--- src/rtl/cv_ctrl_pkg.sv ---
// cv_ctrl_pkg: shared constants and helpers for the ColecoVision controller-port engine.
// Keypad codes, joystick bit positions, quadrature phase enum, saturating add,
// and the per-path port-line encoders. The spinner logic that uses the phase
// helpers is only built when CV_SPINNER_EN is defined.
package cv_ctrl_pkg;

  // Width of one joystick word and of the part of it the ports use
  localparam int unsigned JOY_WORD_W = 32;
  localparam int unsigned JOY_USED_W = 20;

  // Joystick word bit positions (active high)
  localparam int unsigned JOY_RIGHT  = 0;
  localparam int unsigned JOY_LEFT   = 1;
  localparam int unsigned JOY_DOWN   = 2;
  localparam int unsigned JOY_UP     = 3;
  localparam int unsigned JOY_FIRE1  = 4;
  localparam int unsigned JOY_FIRE2  = 5;
  localparam int unsigned JOY_STAR   = 6;
  localparam int unsigned JOY_HASH   = 7;
  localparam int unsigned JOY_DIGIT0 = 8;
  localparam int unsigned JOY_PURPLE = 18;
  localparam int unsigned JOY_BLUE   = 19;

  // Keypad codes as seen on {p1,p2,p3,p4}, active low
  localparam logic [3:0] KP_0      = 4'b0011;
  localparam logic [3:0] KP_1      = 4'b1110;
  localparam logic [3:0] KP_2      = 4'b1101;
  localparam logic [3:0] KP_3      = 4'b0110;
  localparam logic [3:0] KP_4      = 4'b0001;
  localparam logic [3:0] KP_5      = 4'b1001;
  localparam logic [3:0] KP_6      = 4'b0111;
  localparam logic [3:0] KP_7      = 4'b1100;
  localparam logic [3:0] KP_8      = 4'b1000;
  localparam logic [3:0] KP_9      = 4'b1011;
  localparam logic [3:0] KP_STAR   = 4'b1010;
  localparam logic [3:0] KP_HASH   = 4'b0101;
  localparam logic [3:0] KP_PURPLE = 4'b0100;
  localparam logic [3:0] KP_BLUE   = 4'b0010;
  localparam logic [3:0] KP_NONE   = 4'b1111;

  // Quadrature phases; forward order is Q0 -> Q1 -> Q2 -> Q3 -> Q0
  typedef enum logic [1:0] {
    Q0 = 2'd0,
    Q1 = 2'd1,
    Q2 = 2'd2,
    Q3 = 2'd3
  } quad_phase_e;

  // Arithmetic width for the saturating add; wide enough for SPIN_W up to 30
  localparam int unsigned SAT_W = 34;

  // Signed add clamped to [lo, hi]
  function automatic logic signed [SAT_W-1:0] sat_add(
    input logic signed [SAT_W-1:0] a,
    input logic signed [SAT_W-1:0] b,
    input logic signed [SAT_W-1:0] lo,
    input logic signed [SAT_W-1:0] hi
  );
    logic signed [SAT_W-1:0] s;
    s = a + b;
    if (s > hi) begin
      return hi;
    end else if (s < lo) begin
      return lo;
    end else begin
      return s;
    end
  endfunction

  // Next phase one step forward, or one step back when rev is set
  function automatic quad_phase_e quad_next(input quad_phase_e ph, input logic rev);
    quad_phase_e n;
    case (ph)
      Q0:      n = rev ? Q3 : Q1;
      Q1:      n = rev ? Q0 : Q2;
      Q2:      n = rev ? Q1 : Q3;
      Q3:      n = rev ? Q2 : Q0;
      default: n = Q0;
    endcase
    return n;
  endfunction

  // Line levels {A,B} for a phase
  function automatic logic [1:0] quad_ab(input quad_phase_e ph);
    logic [1:0] ab;
    case (ph)
      Q0:      ab = 2'b11;
      Q1:      ab = 2'b01;
      Q2:      ab = 2'b00;
      Q3:      ab = 2'b10;
      default: ab = 2'b11;
    endcase
    return ab;
  endfunction

  // Keypad data term: highest-priority pressed key, all 1s when deselected
  function automatic logic [3:0] kp_data(input logic sel_n, input logic [JOY_USED_W-1:0] w);
    logic [3:0] code;
    if (sel_n)                   code = KP_NONE;
    else if (w[JOY_DIGIT0 + 0])  code = KP_0;
    else if (w[JOY_DIGIT0 + 1])  code = KP_1;
    else if (w[JOY_DIGIT0 + 2])  code = KP_2;
    else if (w[JOY_DIGIT0 + 3])  code = KP_3;
    else if (w[JOY_DIGIT0 + 4])  code = KP_4;
    else if (w[JOY_DIGIT0 + 5])  code = KP_5;
    else if (w[JOY_DIGIT0 + 6])  code = KP_6;
    else if (w[JOY_DIGIT0 + 7])  code = KP_7;
    else if (w[JOY_DIGIT0 + 8])  code = KP_8;
    else if (w[JOY_DIGIT0 + 9])  code = KP_9;
    else if (w[JOY_STAR])        code = KP_STAR;
    else if (w[JOY_HASH])        code = KP_HASH;
    else if (w[JOY_PURPLE])      code = KP_PURPLE;
    else if (w[JOY_BLUE])        code = KP_BLUE;
    else                         code = KP_NONE;
    return code;
  endfunction

  // Joystick data term ~{up,down,left,right}, all 1s when deselected
  function automatic logic [3:0] js_data(input logic sel_n, input logic [JOY_USED_W-1:0] w);
    logic [3:0] d;
    if (sel_n) d = 4'b1111;
    else       d = ~{w[JOY_UP], w[JOY_DOWN], w[JOY_LEFT], w[JOY_RIGHT]};
    return d;
  endfunction

  // Fire terms: fire2 on the keypad side, fire1 on the joystick side
  function automatic logic kp_fire(input logic sel_n, input logic [JOY_USED_W-1:0] w);
    logic f;
    if (sel_n) f = 1'b1;
    else       f = ~w[JOY_FIRE2];
    return f;
  endfunction

  function automatic logic js_fire(input logic sel_n, input logic [JOY_USED_W-1:0] w);
    logic f;
    if (sel_n) f = 1'b1;
    else       f = ~w[JOY_FIRE1];
    return f;
  endfunction

endpackage

--- src/rtl/cv_spinner_quad.sv ---
// cv_spinner_quad: one Super Action spinner channel. A saturating signed
// accumulator collects strobed deltas; on each shared step tick a non-zero
// accumulator moves the quadrature phase one step in its sign direction and
// drains by one. Only built when CV_SPINNER_EN is defined.
module cv_spinner_quad
  import cv_ctrl_pkg::*;
#(
  parameter int SPIN_W = 8
) (
  input  logic              clk_i,
  input  logic              reset_n_i,
  input  logic              clk_en_i,
  input  logic              step_i,
  input  logic              clear_i,
  input  logic              stb_i,
  input  logic [SPIN_W-1:0] delta_i,
  output logic              a_o,
  output logic              b_o
);

  localparam int ACC_W = SPIN_W + 2;
  localparam logic signed [SAT_W-1:0] ACC_MAX = (34'sd1 <<< (SPIN_W + 1)) - 34'sd1;
  localparam logic signed [SAT_W-1:0] ACC_MIN = ~ACC_MAX;

  logic signed [ACC_W-1:0] acc_q, acc_d;
  logic signed [SAT_W-1:0] acc_ext_s, base_s, add_s;
  logic                    step_go_s;
  logic                    rev_s;
  quad_phase_e             phase_q;
  logic                    a_q, b_q;

  // Next accumulator: drain one toward zero on a step, add the strobed delta, clamp
  always_comb begin
    acc_ext_s = {{(SAT_W - ACC_W){acc_q[ACC_W-1]}}, acc_q};
    rev_s     = acc_q[ACC_W-1];
    step_go_s = step_i & (acc_q != {ACC_W{1'b0}}) & ~clear_i;
    if (step_go_s) begin
      if (rev_s) base_s = acc_ext_s + 34'sd1;
      else       base_s = acc_ext_s - 34'sd1;
    end else begin
      base_s = acc_ext_s;
    end
    if (stb_i) add_s = {{(SAT_W - SPIN_W){delta_i[SPIN_W-1]}}, delta_i};
    else       add_s = {SAT_W{1'b0}};
    if (clear_i) acc_d = {ACC_W{1'b0}};
    else         acc_d = ACC_W'(sat_add(base_s, add_s, ACC_MIN, ACC_MAX));
  end

  // Accumulator register
  always_ff @(posedge clk_i or negedge reset_n_i) begin
    if (!reset_n_i) begin
      acc_q <= {ACC_W{1'b0}};
    end else if (clk_en_i) begin
      acc_q <= acc_d;
    end
  end

  // Phase FSM with registered A/B lines; a zero accumulator holds the phase
  always_ff @(posedge clk_i or negedge reset_n_i) begin
    if (!reset_n_i) begin
      phase_q <= Q0;
      a_q     <= 1'b1;
      b_q     <= 1'b1;
    end else if (clk_en_i && step_go_s) begin
      phase_q    <= quad_next(phase_q, rev_s);
      {a_q, b_q} <= quad_ab(quad_next(phase_q, rev_s));
    end
  end

  assign a_o = a_q;
  assign b_o = b_q;

endmodule

--- src/rtl/cv_ctrl_ports.sv ---
// cv_ctrl_ports: ColecoVision/SG-1000 controller-port engine. Maps NPORTS
// joystick words onto registered port lines with a rotating player-to-port
// assignment. Define CV_SPINNER_EN to build the per-port spinner quadrature
// generators; without it spin_a_o/spin_b_o are held high.
module cv_ctrl_ports
  import cv_ctrl_pkg::*;
#(
  parameter  int NPORTS   = 2,
  parameter  int SPIN_W   = 8,
  parameter  int SPIN_DIV = 256,
  localparam int ROT_W    = (NPORTS > 1) ? $clog2(NPORTS) : 1
) (
  input  logic                     clk_i,
  input  logic                     reset_n_i,
  input  logic                     clk_en_i,
  input  logic [ROT_W-1:0]         rotate_i,
  input  logic [NPORTS*32-1:0]     joy_i,
  input  logic [NPORTS*SPIN_W-1:0] spin_i,
  input  logic [NPORTS-1:0]        spin_stb_i,
  input  logic [NPORTS-1:0]        sel_kp_n_i,
  input  logic [NPORTS-1:0]        sel_js_n_i,
  output logic [NPORTS*4-1:0]      ctrl_n_o,
  output logic [NPORTS-1:0]        fire_n_o,
  output logic [NPORTS-1:0]        spin_a_o,
  output logic [NPORTS-1:0]        spin_b_o
);

  // Joystick index feeding physical port p under the current rotation
  function automatic int src_of(input int p, input logic [ROT_W-1:0] rot);
    return (p + int'(rot)) % NPORTS;
  endfunction

  logic [JOY_USED_W-1:0] jsel_s [NPORTS];
  logic [NPORTS*4-1:0]   ctrl_d, ctrl_q;
  logic [NPORTS-1:0]     fire_d, fire_q;
  logic                  unused_joy_s;

  // Upper joystick word bits carry nothing for the console ports
  assign unused_joy_s = ^joy_i;

  // Route each joystick word to its physical port
  always_comb begin
    for (int p = 0; p < NPORTS; p++) begin
      jsel_s[p] = joy_i[src_of(p, rotate_i)*JOY_WORD_W +: JOY_USED_W];
    end
  end

  // Combine keypad and joystick paths; an inactive path drives all 1s
  always_comb begin
    ctrl_d = {(NPORTS*4){1'b1}};
    fire_d = {NPORTS{1'b1}};
    for (int p = 0; p < NPORTS; p++) begin
      ctrl_d[p*4 +: 4] = kp_data(sel_kp_n_i[p], jsel_s[p]) & js_data(sel_js_n_i[p], jsel_s[p]);
      fire_d[p]        = kp_fire(sel_kp_n_i[p], jsel_s[p]) & js_fire(sel_js_n_i[p], jsel_s[p]);
    end
  end

  // Port data and fire lines, updated once per enable
  always_ff @(posedge clk_i or negedge reset_n_i) begin
    if (!reset_n_i) begin
      ctrl_q <= {(NPORTS*4){1'b1}};
      fire_q <= {NPORTS{1'b1}};
    end else if (clk_en_i) begin
      ctrl_q <= ctrl_d;
      fire_q <= fire_d;
    end
  end

  assign ctrl_n_o = ctrl_q;
  assign fire_n_o = fire_q;

`ifdef CV_SPINNER_EN
  localparam int TMR_W = $clog2(SPIN_DIV);

  logic [TMR_W-1:0]  tmr_q;
  logic              tick_s;
  logic [ROT_W-1:0]  rot_q;
  logic              rot_chg_s;
  logic [NPORTS-1:0] stb_sel_s;
  logic [SPIN_W-1:0] dsel_s [NPORTS];

  assign tick_s    = (tmr_q == TMR_W'(SPIN_DIV - 1));
  assign rot_chg_s = (rotate_i != rot_q);

  // Shared free-running step timer, modulo SPIN_DIV
  always_ff @(posedge clk_i or negedge reset_n_i) begin
    if (!reset_n_i) begin
      tmr_q <= {TMR_W{1'b0}};
    end else if (clk_en_i) begin
      if (tick_s) tmr_q <= {TMR_W{1'b0}};
      else        tmr_q <= tmr_q + TMR_W'(1);
    end
  end

  // Last rotation seen on an enable; a difference clears every accumulator
  always_ff @(posedge clk_i or negedge reset_n_i) begin
    if (!reset_n_i) begin
      rot_q <= {ROT_W{1'b0}};
    end else if (clk_en_i) begin
      rot_q <= rotate_i;
    end
  end

  // Route spinner strobe and delta through the same rotation as the joystick
  always_comb begin
    stb_sel_s = {NPORTS{1'b0}};
    for (int p = 0; p < NPORTS; p++) begin
      stb_sel_s[p] = spin_stb_i[src_of(p, rotate_i)];
      dsel_s[p]    = spin_i[src_of(p, rotate_i)*SPIN_W +: SPIN_W];
    end
  end

  for (genvar p = 0; p < NPORTS; p++) begin : g_spin
    cv_spinner_quad #(
      .SPIN_W (SPIN_W)
    ) u_quad (
      .clk_i     (clk_i),
      .reset_n_i (reset_n_i),
      .clk_en_i  (clk_en_i),
      .step_i    (tick_s),
      .clear_i   (rot_chg_s),
      .stb_i     (stb_sel_s[p]),
      .delta_i   (dsel_s[p]),
      .a_o       (spin_a_o[p]),
      .b_o       (spin_b_o[p])
    );
  end
`else
  localparam int unused_div_p = SPIN_DIV;
  logic unused_spin_s;

  // Without the spinner the quadrature lines idle high and spinner inputs are ignored
  assign unused_spin_s = ^{spin_i, spin_stb_i} ^ (unused_div_p > 0);
  assign spin_a_o      = {NPORTS{1'b1}};
  assign spin_b_o      = {NPORTS{1'b1}};
`endif

endmodule

--- config.mk ---
export PLATFORM = sky130hd
export DESIGN_NAME = cv_ctrl_ports
export DESIGN_NICKNAME = d
export VERILOG_FILES = /design/src/rtl/cv_ctrl_pkg.sv /design/src/rtl/cv_spinner_quad.sv /design/src/rtl/cv_ctrl_ports.sv
export SDC_FILE = /design/constraint.sdc
export NUM_CORES = 1
export LEC_CHECK = 0
export BUFFER_PORTS_ARGS = -buffer_cell sky130_fd_sc_hd__buf_2
export CORE_MARGIN = 2
export CORE_UTILIZATION = 37
export DETAILED_ROUTE_END_ITERATION = 7
export PLACE_DENSITY = 0.79
export SETUP_SLACK_MARGIN = 0.05
export SLEW_MARGIN = 15
export SYNTH_ARGS = -nofsm -noshare
export SYNTH_HDL_FRONTEND = slang
export SYNTH_SLANG_ARGS = --single-unit
--- constraint.sdc ---
create_clock -name clk_i -period 2.3 [get_ports clk_i]
set_input_delay 0.46 -clock clk_i [delete_from_list [all_inputs] [get_ports clk_i]]
set_output_delay 0.46 -clock clk_i [all_outputs]
set_load 0.02 [all_outputs]
Yosys cells after proc, flatten, opt, wreduce, memory -nomap -nowiden --
Index checks and enable logic that the tools add are counted.
Storage, ports and cells: flip-flop bits (word level) 10, input bits 90, output and inout port bits 14, word-level logic and storage cells 52
Operators by class: add/subtract/negate cells 1, shifts and indexed selects 2, muxes and demuxes 36, bitwise gates (word level) 11
Operators by type and width (count):
- 4-bit two-way mux | 32
- 64-bit by 33-bit variable part select with 20-bit output | 1
- 64-bit by 7-bit variable part select with 20-bit output | 1
- 4-bit bitwise AND | 2
- 4-bit NOT | 2
- 1-bit two-way mux | 4
- 1-bit NOT | 4
- 1-bit bitwise AND | 2
- 1-bit adder, first input constant | 1
- 1-bit bitwise AND, first input constant | 1

Logic depth before layout (Yosys ltp) --
depth after elaboration 19, gate-level depth with buffers 6, mapped depth without buffers 4

Worst setup path after synthesis --
OpenSTA, ideal clock, no wires.
path type input port to flip-flop, start in rotate_i, end reg ctrl_q[2], in the netlist ctrl_n_o[2], library setup time 0.089 ns, arrival 1.503 ns, required time 2.211 ns, path slack 0.707 ns, cell stages on the path 5, path buffers 1, cell sequence buf_4 or4b_1 o32ai_1 o221ai_1 a211oi_1
Between the ends: cells in the longest elaborated chain, start to end 17, elaborated cells on any way between the ends 19, classes of those cells shift (1); mux (16); bitwise (2)
Ends and longest elaborated chain:
- start: declaration | line cv_ctrl_ports.sv:16 | input logic [ROT_W-1:0] rotate_i,
- 64-bit by 7-bit variable part select with 20-bit output (*) | line cv_ctrl_ports.sv:44 | jsel_s[p] = joy_i[src_of(p, rotate_i)*JOY_WORD_W +: JOY_USED_W];
- 4-bit two-way mux | line cv_ctrl_pkg.sv:113 | else if (w[JOY_BLUE]) code = KP_BLUE;
- 4-bit two-way mux | line cv_ctrl_pkg.sv:112 | else if (w[JOY_PURPLE]) code = KP_PURPLE;
- 4-bit two-way mux | line cv_ctrl_pkg.sv:111 | else if (w[JOY_HASH]) code = KP_HASH;
- 4-bit two-way mux | line cv_ctrl_pkg.sv:110 | else if (w[JOY_STAR]) code = KP_STAR;
- 4-bit two-way mux | line cv_ctrl_pkg.sv:109 | else if (w[JOY_DIGIT0 + 9]) code = KP_9;
- 4-bit two-way mux | line cv_ctrl_pkg.sv:108 | else if (w[JOY_DIGIT0 + 8]) code = KP_8;
- 4-bit two-way mux | line cv_ctrl_pkg.sv:107 | else if (w[JOY_DIGIT0 + 7]) code = KP_7;
- 4-bit two-way mux | line cv_ctrl_pkg.sv:106 | else if (w[JOY_DIGIT0 + 6]) code = KP_6;
- 4-bit two-way mux | line cv_ctrl_pkg.sv:105 | else if (w[JOY_DIGIT0 + 5]) code = KP_5;
- 4-bit two-way mux | line cv_ctrl_pkg.sv:104 | else if (w[JOY_DIGIT0 + 4]) code = KP_4;
- 4-bit two-way mux | line cv_ctrl_pkg.sv:103 | else if (w[JOY_DIGIT0 + 3]) code = KP_3;
- 4-bit two-way mux | line cv_ctrl_pkg.sv:102 | else if (w[JOY_DIGIT0 + 2]) code = KP_2;
- 4-bit two-way mux | line cv_ctrl_pkg.sv:101 | else if (w[JOY_DIGIT0 + 1]) code = KP_1;
- 4-bit two-way mux | line cv_ctrl_pkg.sv:100 | else if (w[JOY_DIGIT0 + 0]) code = KP_0;
- 4-bit two-way mux | line cv_ctrl_pkg.sv:99 | if (sel_n) code = KP_NONE;
- 4-bit bitwise AND (*) | line cv_ctrl_ports.sv:53 | ctrl_d[p*4 +: 4] = kp_data(sel_kp_n_i[p], jsel_s[p]) & js_data(sel_js_n_i[p], jsel_s[p]);
- end signal: assignment | line cv_ctrl_ports.sv:61 | ctrl_q <= {(NPORTS*4){1'b1}};
- end signal: assignment | line cv_ctrl_ports.sv:64 | ctrl_q <= ctrl_d;
- end: declaration | line cv_ctrl_ports.sv:34 | logic [NPORTS*4-1:0] ctrl_d, ctrl_q;
Mark *: on every way between the ends. The rest lies on a longest branch, timed or not. A chain may end at the register's enable or synchronous reset.

Final worst setup path --
start in rotate_i, end reg ctrl_q[0], in the netlist ctrl_n_o[0]
The elaborated chain is that of the path after synthesis.

==> impl_metrics.json <==
{
  "grt_overflow_total": 0,
  "worstSetupStartpointType": "input pin",
  "post-cts-setup-buffers": 0,
  "hp-class": "input pin to asynchronous set/reset pin",
  "synth_area_leaders": "dfstp_2 (19%), mux2i_1 (13%), nor3b_1 (5.4%), nor3_1 (5.0%), mux2_2 (4.8%)",
  "die_area_mm2": 0.004278,
  "fin_hold_ws_ns": 0.3157,
  "via_per_inst": 5.793,
  "period_share": 0.8185,
  "firstDrtPassIters": 4,
  "path_buf_inv": 3,
  "initial_core_util": 0.3840,
  "cts.sinks": 10,
  "synth_top_cell_area_share": 0.1883,
  "io_buffer_count": 57,
  "syn_inst": 172,
  "yosys_warnings": 0,
  "required_ns": 2.44,
  "h-tree-depth": 1,
  "grt_use_total": 0.1973,
  "power_mw": 0.7103,
  "grt_pass1_vias": 1490,
  "rsz0062_at_grt": "false",
  "post-dp-hpwl_mm": 3.418,
  "cts.reportedPaths.clkPinSlew_ns": 0.04,
  "die_h_um": 65.41,
  "critPathMostFrequentCell": "buf_4",
  "period_needed_ns": 1.883,
  "die_w_um": 65.41,
  "avgSynthCellArea_um2": 8.111,
  "ir_drop_mv": 0.1589,
  "synth_ff_type": "dfstp_2",
  "cts.path.max_buffers": 2,
  "root_buffer": "clkbuf_8",
  "cts_buffers": 3,
  "via_count": 1593,
  "syn-cell-area_mm2": 0.001395,
  "synth.distinct_cells": 43,
  "synth-edff-count": 0,
  "clock_skew_ns": 0,
  "hold_viol": 0,
  "drv_cap": 0,
  "antenna_found_initial": 0,
  "core_mm2": 0.003633,
  "drtAntennaViolNets": 0,
  "critPathTopFamily": "buffers and inverters",
  "crit_chain": "buf_2 -> buf_4 -> buf_4 -> mux2_2 -> and3_1 -> a211oi_1",
  "setup_tns_ns": 0,
  "crit_fanout": 28,
  "seq_area_frac_synth": 0.1883,
  "syn2layout_area_growth_pct": 25.65,
  "slew_violations": 0,
  "finalWirelength_mm": 4.051,
  "synth_seq_cells": 10,
  "fmax_mhz": 531.2,
  "grt_max_degree": 29,
  "grt_pass1_wl_mm": 6.658,
  "yosys.area.top_type": "dfstp_2",
  "ioPinCount": 104,
  "ys_async_sr_fraction": 1.000,
  "cts_tree": "yes",
  "clock_latency_ns": 0.23,
  "drc": 0,
  "num_rows": 22,
  "antennaDiodeCount": 0,
  "crit_path_max_incr_delay_ns": 0.38,
  "fill_cells": 391,
  "critPathSlowestCell": "mux2_2",
  "status": "finished clean",
  "endpoint_kind": "flip-flop",
  "postCtsHoldBufs": 0,
  "final_nets": 319,
  "p_leak_nw": 0.7493,
  "final_core_util": 0.4824,
  "routedWlPerCell_um": 14.73,
  "drive_gt1_frac": 0.3789,
  "drtIter0Drc": 76,
  "setup-violations-final": 0,
  "powerDensity_mw_per_mm2": 405.2,
  "critPathKind": "input pin to flip-flop",
  "cp_data_arrival_time_ns": 2.03,
  "cts-resized-gates": 0,
  "gp_congestion": 0.9002
}
-- metal layers --
metal  part of all wire  wire length (um)  up-vias  track usage
met5                  0                 0        -            0
met4              0.022                89        0      0.07552
met3              0.093               375        8      0.03253
met2               0.44              1770       79       0.3202
met1               0.45              1815      713       0.2616
li1                   -                 -      793            -
-- flip-flops by register name (all words and copies together) (netlist names) --
signal / cells
fire_n_o: 2
ctrl_n_o: 8
-- power breakdown --
part           internal (mW)  switching [mW]
clock                  0.114          0.0612
combinational          0.129           0.177
sequential             0.217          0.0111
total                  0.461           0.249
-- cells by family after synthesis --
kind of cell / synth area share
and+or+nand+nor: 0.2834
AOI/OAI and AO/OA: 0.2816
buffers and inverters: 0.06637
DFF: 0.1883
other: 0.002688
muxes: 0.1776
-- Yosys cell counts (5+ instances only) --
master	n
a211oi_1	7
buf_2	5
buf_4	5
dfstp_2	10
inv_1	6
mux2_2	6
mux2i_1	18
nor2_1	11
nor2b_1	7
nor3_1	14
nor3b_1	10
o21ai_0	5
o221ai_1	6
o31ai_1	8
-- worst paths after layout --
kind / start / endpoint / slack [ns] / cells after the start
setup / recovery: rotate_i / ctrl_n_o[0]$_DFFE_PN1P_ / 0.42 / 6
hold / removal: reset_n_i / ctrl_n_o[5]$_DFFE_PN1P_ / 0.32 / 1
hold reg to reg: fire_n_o[0]$_DFFE_PN1P_ / fire_n_o[0]$_DFFE_PN1P_ / 0.47 / 2
min in group clk_i: fire_n_o[0]$_DFFE_PN1P_ / fire_n_o[0]$_DFFE_PN1P_ / 0.47 / 2
max in group asynchronous: reset_n_i / ctrl_n_o[1]$_DFFE_PN1P_ / 1.96 / 1
setup reg to reg: ctrl_n_o[4]$_DFFE_PN1P_ / ctrl_n_o[4]$_DFFE_PN1P_ / 1.32 / 4
-- stage by stage --
step,setup WS (ns),instances,cell area [um^2]
after floorplan,0.7075,175,1406
after global placement,0.2100,272,1712
after detailed placement,0.1747,272,1712
after CTS,0.4266,275,1753
after global routing,0.2770,275,1753
final,0.4174,275,1753
-- layout make-up --
type	count	area (um^2)	area share
flip-flops and latches	10	262.8	0.1499
repair buffers	61	315.3	0.1799
clock buffers	3	41.29	0.02355
multi-input cells	147	1051	0.5996
well taps	48	60.06	0.03426
inverters	6	22.52	0.01285
-- cells in the final DEF, fill, tap and decap left out, types with 3 or more instances in the layout --
cell type  instances
buf_4              4
nor3b_1           10
nor2_1            11
o31ai_1            8
nor4_1             3
o22a_1             4
o221ai_1           6
o21ai_0            5
clkbuf_8           3
nand3_1            3
or2_2              4
conb_1             4
a211oi_1           7
nand2_1            3
mux2_2             6
nor3_1            14
nor2b_1            7
o22ai_1            3
or3_1              4
a21oi_1            3
buf_2             57
dfstp_2           10
mux2i_1           18
inv_1              6
(Power assumes the default switching activity.)
